## src/rtl/wb_stage.sv

```systemverilog
// Write-back stage: accepts retiring instructions from MEM, waits for load data,
// aligns/extends it and drives a one-cycle register-file write pulse into decode.
module wb_stage #(
  parameter int WORD_SIZE = 32,
  parameter int REG_SEL   = 5,
  parameter int ADDR_SIZE = 10,
  parameter int CNT_WIDTH = 32
) (
  input  logic                 clk,
  input  logic                 rst,
  input  logic                 in_valid,
  output logic                 in_ready,
  input  logic [ADDR_SIZE-1:0] pc_in,
  input  logic [WORD_SIZE-1:0] alu_result,
  input  logic [REG_SEL-1:0]   rd_in,
  input  logic [2:0]           funct3,
  input  logic                 mem_to_reg_in,
  input  logic                 reg_write_in,
  input  logic                 mem_rvalid,
  input  logic [WORD_SIZE-1:0] mem_rdata,
  output logic                 reg_write,
  output logic [REG_SEL-1:0]   rd_select,
  output logic [WORD_SIZE-1:0] rd_data,
  output logic                 retire_valid,
  output logic [ADDR_SIZE-1:0] retire_pc,
  output logic [CNT_WIDTH-1:0] retire_count,
  output logic                 busy
);

  typedef enum logic [1:0] {EMPTY, WAIT_MEM, COMMIT} state_t;

  state_t                 state, state_next;
  logic                   take;
  logic [REG_SEL-1:0]     hold_rd;
  logic [2:0]             hold_funct3;
  logic [1:0]             hold_off;
  logic                   hold_we;
  logic [ADDR_SIZE-1:0]   hold_pc;

  logic                   commit_en;
  logic                   commit_we;
  logic [REG_SEL-1:0]     commit_rd;
  logic [WORD_SIZE-1:0]   commit_data;
  logic [ADDR_SIZE-1:0]   commit_pc;

  function automatic logic [WORD_SIZE-1:0] load_extract(
    input logic [2:0]           f3,
    input logic [1:0]           off,
    input logic [WORD_SIZE-1:0] word
  );
    logic [7:0]  b;
    logic [15:0] h;
    b = word[{off, 3'b000} +: 8];
    h = off[1] ? word[31:16] : word[15:0];
    case (f3)
      3'b000:  load_extract = {{(WORD_SIZE-8){b[7]}}, b};
      3'b100:  load_extract = {{(WORD_SIZE-8){1'b0}}, b};
      3'b001:  load_extract = {{(WORD_SIZE-16){h[15]}}, h};
      3'b101:  load_extract = {{(WORD_SIZE-16){1'b0}}, h};
      default: load_extract = word;
    endcase
  endfunction

  assign in_ready = (state == EMPTY) || (state == COMMIT);
  assign take     = in_valid && in_ready;

  // Decide the next state and, when a COMMIT cycle follows, what it writes.
  // NOTE: every signal gets a default first so this block can never infer a latch.
  always_comb begin
    state_next  = state;
    commit_en   = 1'b0;
    commit_we   = 1'b0;
    commit_rd   = hold_rd;
    commit_data = alu_result;
    commit_pc   = hold_pc;
    case (state)
      EMPTY, COMMIT: begin
        state_next = EMPTY;
        if (take) begin
          if (mem_to_reg_in) begin
            state_next = WAIT_MEM;
          end else begin
            state_next  = COMMIT;
            commit_en   = 1'b1;
            commit_we   = reg_write_in && (rd_in != '0);
            commit_rd   = rd_in;
            commit_data = alu_result;
            commit_pc   = pc_in;
          end
        end
      end
      WAIT_MEM: begin
        if (mem_rvalid) begin
          state_next  = COMMIT;
          commit_en   = 1'b1;
          commit_we   = hold_we && (hold_rd != '0);
          commit_data = load_extract(hold_funct3, hold_off, mem_rdata);
        end
      end
      default: state_next = EMPTY;
    endcase
  end

  // NOTE: sequential state uses non-blocking assignments so every register
  // samples pre-edge values regardless of statement order.
  always_ff @(posedge clk or negedge rst) begin
    if (!rst) begin
      state        <= EMPTY;
      busy         <= 1'b0;
      reg_write    <= 1'b0;
      rd_select    <= '0;
      rd_data      <= '0;
      retire_valid <= 1'b0;
      retire_pc    <= '0;
      retire_count <= '0;
      hold_rd      <= '0;
      hold_funct3  <= '0;
      hold_off     <= '0;
      hold_we      <= 1'b0;
      hold_pc      <= '0;
    end else begin
      state        <= state_next;
      busy         <= (state_next != EMPTY);
      reg_write    <= 1'b0;
      retire_valid <= 1'b0;
      if (take && mem_to_reg_in) begin
        hold_rd     <= rd_in;
        hold_funct3 <= funct3;
        hold_off    <= alu_result[1:0];
        hold_we     <= reg_write_in;
        hold_pc     <= pc_in;
      end
      // rd_select/rd_data/retire_pc only move on a commit, so they hold otherwise.
      if (commit_en) begin
        reg_write    <= commit_we;
        rd_select    <= commit_rd;
        rd_data      <= commit_data;
        retire_valid <= 1'b1;
        retire_pc    <= commit_pc;
        retire_count <= retire_count + CNT_WIDTH'(1);
      end
    end
  end

endmodule
```

## config.mk

```make
export PLATFORM = sky130hd
export DESIGN_NAME = wb_stage
export DESIGN_NICKNAME = d
export VERILOG_FILES = /design/src/rtl/wb_stage.sv
export SDC_FILE = /design/constraint.sdc
export NUM_CORES = 1
export LEC_CHECK = 0
export ABC_AREA = 1
export BUFFER_PORTS_ARGS = -buffer_cell sky130_fd_sc_hd__buf_4
export CORE_ASPECT_RATIO = 1.4
export CORE_MARGIN = 5
export CORE_UTILIZATION = 57
export DETAILED_ROUTE_END_ITERATION = 12
export GPL_ROUTABILITY_DRIVEN = 0
export PLACE_DENSITY = 0.86
export SYNTH_ARGS = -nofsm -noshare
export SYNTH_HDL_FRONTEND = slang
export SYNTH_SLANG_ARGS = --single-unit
```

## constraint.sdc

```tcl
create_clock -name clk -period 2.9 [get_ports clk]
set_clock_uncertainty 0.1 [all_clocks]
set_input_delay 0.87 -clock clk [delete_from_list [all_inputs] [get_ports clk]]
set_output_delay 0.87 -clock clk [all_outputs]
set_load 0.005 [all_outputs]
```

== Yosys cells after proc, flatten, opt, wreduce, memory -nomap -nowiden ==
Cells that the tools add are included.

* Bits in registers: 105
* Input port bits: 88
* Output and inout bits: 83
* Word-level logic and storage cells: 55

* Add/subtract/negate cells: 1
* Equality and inequality tests: 5
* Shift operators: 1
* Multiplexer cells: 24
* Reductions and logical operators: 11

{| class="wikitable"
|+ Operator list
! cell !! number
|-
| case mux 32 bit (4 select lines) || 1
|-
| two-way mux 32 bit || 2
|-
| adder 32 x 1 -> 32 bit, second input constant || 1
|-
| variable part select 32 x 6 -> 8 bit || 1
|-
| two-way mux 10 bit || 3
|-
| two-way mux 16 bit || 1
|-
| two-way mux 5 bit || 3
|-
| nonzero test 5 bit || 2
|-
| two-way mux 1 bit || 8
|-
| == test 3 bit, second input constant || 2
|-
| two-way mux 2 bit || 3
|-
| logical AND 1 bit || 4
|-
| case mux 1 bit (2 select lines) || 2
|-
| case mux 2 bit (2 select lines) || 1
|-
| == test 3 x 1 -> 1 bit, second input constant || 1
|-
| logical NOT 3 bit || 1
|-
| == test 2 x 1 -> 1 bit, second input constant || 1
|-
| == test 2 bit, second input constant || 1
|-
| logical NOT 2 bit || 1
|-
| nonzero test 2 bit || 1
|-
| OR reduction 2 bit || 1
|-
| logical OR 1 bit || 1
|}

== Logic depth before layout (Yosys ltp) ==
* Word-level depth: 6
* Depth in mapped cells: 10
* Depth with buffers taken out: 10

== Worst setup path before layout ==
OpenSTA, ideal clock, no wires.

* Path kind: input to register
* Start: input mem_to_reg_in
* End: register rd_data[10]
* Setup time: 0.121 ns
* Arrival time: 1.565 ns
* Required time: 2.679 ns
* Setup slack: 1.115 ns
* Stages on the path: 8
* Buffers on the path: 2
* Cell sequence: inv_1 nand3_2 buf_6 inv_2 buf_6 nand3b_1 o21ai_1 a21oi_1

* Word-level cells in the longest chain between the ends: 3

{| class="wikitable"
|+ Ends and longest elaborated chain
! element !! line !! text
|-
| from (decl) || 17 || <nowiki>input logic mem_to_reg_in,</nowiki>
|-
| two-way mux 1 bit || 80 || <nowiki>if (mem_to_reg_in) begin</nowiki>
|-
| two-way mux 1 bit || 79 || <nowiki>if (take) begin</nowiki>
|-
| case mux 1 bit (2 select lines) || 76 || <nowiki>case (state)</nowiki>
|-
| to (signal assigned) || 137 || <nowiki>rd_data <= commit_data;</nowiki>
|-
| to (decl) || 23 || <nowiki>output logic [WORD_SIZE-1:0] rd_data,</nowiki>
|}

No other way between the ends.
A chain may end at the register's enable or synchronous reset.

== Worst setup path after layout ==
* Start: register state[0]
* End: output in_ready

* Word-level cells in the longest chain between the ends: 2
* Elaborated cells on any way between the ends: 3
* Those cells by class: 1 x eq/ne; 2 x reduce/logical

{| class="wikitable"
|+ Ends and longest elaborated chain
! element !! line !! text
|-
| from (decl) || 32 || <nowiki>state_t state, state_next;</nowiki>
|-
| from (signal assigned) || 122 || <nowiki>state <= state_next;</nowiki>
|-
| == test 2 bit / logical NOT 2 bit (equally long branches) || 64 || <nowiki>assign in_ready = (state == EMPTY) || (state == COMMIT);</nowiki>
|-
| logical OR 1 bit * || 64 ||
|-
| to (decl) || 12 || <nowiki>output logic in_ready,</nowiki>
|}

Every way passes the cells marked *; elsewhere a longest branch is shown, timed or not.

==> reports/qor.txt <==
outcome = completed
Required @ worst endpoint = 1.93 ns
first-pass iteration count of the detailed router = 5
Critical Path End Type = output pin
r2r setup slk = 1.00 ns
dpl ws = 0.593 ns
starting density of the core = 0.579
gr usage total = 0.290
vias in the first global route = 5,896
critical path endpoint = in_ready
worst flop-to-flop path startpoint = hold_off[1]
Placeable Area = 10,300 sq um
share of the synthesized area in the top cell type = 0.441
# DRC = 0
TritonCTS clock tree = built
most common cell after layout, fill and taps aside = nand2_1
Ys Warns = 0
post-cts repair resize count = 0
post-route setup slack = 0.925 ns
hold_buf cts = 0
Cell Chain, Critical Path = inv_2, buf_4
number of setup violations in the final report = 0
Post-synth EDFFs = 0
synthesized flop and latch total = 105
Worst Path Arrival = 1.01 ns
R2R Path End = rd_data[24]
syn nets = 890
critical path's slowest cell = dfrtp_1
Seq. cell area = 2630 sq um
via density per instance = 5.49
Multi-input gate area = 2860 sq um
clock period minus worst slack = 1.98 ns
crit-path max FO = 3
Cells after Synth = 801
commonest cells after routing, fill and taps aside = nand2_1, buf_4, dfrtp_1
FF-to-FF path depth = 7
port bufs = 170
Total Die Area = 12,600 sq um
async set-or-reset flop fraction in the synthesized netlist = 1.00
Synth area leader = dfrtp_1
Yosys cell types = 36
clock latency at the later pin of the worst-skew pair = 0.36 ns
Least-Margin Pin Slew = 0.651 ns
Worst Hold Class = in -> async
LEAKAGE = 3.84 nW
mean area per synthesized cell = 7.44 sq um
cts bufs inserted = 9
Tcrit/Tclk final = 0.681
Rows = 44
Crit Path Class = reg -> out
DP HPWL = 13,200 um
root buf cell = clkbuf_16
fillcell total = 816
total grt overflow = 0
CP Launch Point = state[0]
unrepaired setup endpoints after global routing = false
setup TNS = 0 ns
routed wire length = 17,600 um
I/O pins = 171
Fmax = 506 MHz
initial antenna violation count = 0
Cell Pwr Density = 590 nW/um^2
top cells by area, synth = dfrtp_1, nand2_1, nor2_1, nand3_1, a21oi_1
Slew Viols, Final = 0
slowest cell delay on critical path = 0.43 ns
register area share after synthesis = 0.441
first-pass GRT wire length = 28,500 um
largest net degree at the start of global routing = 46
peak supply drop = 0.414 mV
clock sink count = 105
First DRT Iteration DRCs = 360
Die Wd = 96.4 um
total power = 0.00448 W
relative slew slack = 0.564
H-tree depth = 3
Antenna Violating Nets Remaining = 0
die height = 131 um
Area Overhead vs Synth = 27.4%
max cap viols = 0
Final Hold Violating Endpoints = 0
Synth Flop Type = dfrtp_1
Startpoint Class = flop
ant diodes = 0
WL per Instance = 16.0 um
via count = 6,047
Final nets = 1,048
layout cells sized above 1 = 0.251
Worst-path clk slew = 0.08 ns
synthesized cell area = 5960 sq um
Setup Fix Bufs, Post-CTS = 0
CTS Buffer Depth = 2
-- where the power goes --
group | switching, W | total, W | internal (W) | leakage, nW
registers | 0.000231 | 0.00197 | 0.00174 | 1.28
logic | 0.000664 | 0.00128 | 0.000613 | 2.42
clock network | 0.000604 | 0.00123 | 0.000626 | 0.140
total | 0.00150 | 0.00448 | 0.00298 | 3.84
-- critical path: cells and delay by family (launching register included) --
kind                   cells  cell delay, ns
buffers and inverters      2            0.22
flip-flops                 1            0.43
-- flip-flops by register name (all words and copies together), names as in the netlist, 2 cells and up --
signal and flops:
rd_select 5, rd_data 32, hold_rd 5, hold_off 2, hold_funct3 3, retire_pc 10
state 2, hold_pc 10, retire_count 32
-- Yosys cell counts (4+ instances only) --
| cell type | n |
|---|---|
| or2_2 | 4 |
| nor2_2 | 5 |
| nand4_1 | 4 |
| inv_1 | 64 |
| xor2_1 | 8 |
| buf_6 | 6 |
| clkbuf_1 | 9 |
| a21oi_1 | 49 |
| nand3b_1 | 12 |
| xnor2_1 | 6 |
| nand3_1 | 61 |
| buf_4 | 4 |
| buf_2 | 13 |
| mux2_2 | 4 |
| inv_2 | 7 |
| o21a_1 | 4 |
| nor2_8 | 5 |
| o21ai_1 | 9 |
| nor2_1 | 96 |
| dfrtp_1 | 105 |
| o21ai_0 | 40 |
| o22ai_1 | 9 |
| nand2_2 | 9 |
| nand2_1 | 247 |
-- per-stage QoR --
step,area (sq um),utilization,cells,hold WS (ns)
after floorplan,5960,-,801,0.354
after global placement,7290,0.709,1086,0.371
after detailed placement,7290,0.709,1086,0.377
after CTS,7590,0.738,1102,0.375
after global routing,7590,0.738,1102,0.399
final,7590,0.738,1102,0.360
-- cells by family (layout without fill, tap and decap cells) --
kind of cell / after synthesis / after routing / synth area share
AO/OA/AOI/OAI: 115 / 115 / 0.102
multiplexers: 4 / 4 / 0.00756
flip-flops: 105 / 105 / 0.441
AND/OR/NAND/NOR: 457 / 457 / 0.347
adder cells (fa/ha/maj): 1 / 1 / 0.00210
XOR/XNOR: 14 / 14 / 0.0206
buffers and inverters: 105 / 268 / 0.0794
-- how the worst min path moves through the flow --
| stage | from | endpoint | slack, ns |
|---|---|---|---|
| finish | rst | hold_pc[4] | 0.36 |
| global route | rst | hold_pc[4] | 0.40 |
| CTS | rst | hold_pc[4] | 0.37 |
| detailed placement | hold_pc[1] | hold_pc[1] | 0.38 |
| global placement | hold_pc[1] | hold_pc[1] | 0.37 |
| floorplan | hold_pc[0] | hold_pc[0] | 0.35 |
-- layer usage --
metal | global-route usage | wire (um) | vias up | part of all wire
li1 | - | - | 2862 | -
met1 | 0.336 | 6260 | 2846 | 0.36
met4 | 0.133 | 679 | 0 | 0.039
met5 | 0 | 0 | - | 0
met3 | 0.0659 | 1400 | 50 | 0.079
met2 | 0.506 | 9280 | 289 | 0.53
-- layout make-up --
type	instances	area share
Clock buffer	10	0.0315
Clock inverter	6	0.00791
Inverter	72	0.0359
Multi-Input combinational cell	591	0.376
Sequential cell	105	0.346
Tap cell	138	0.0227
Timing Repair Buffer	180	0.180
Power figures use the tool's default switching activity.
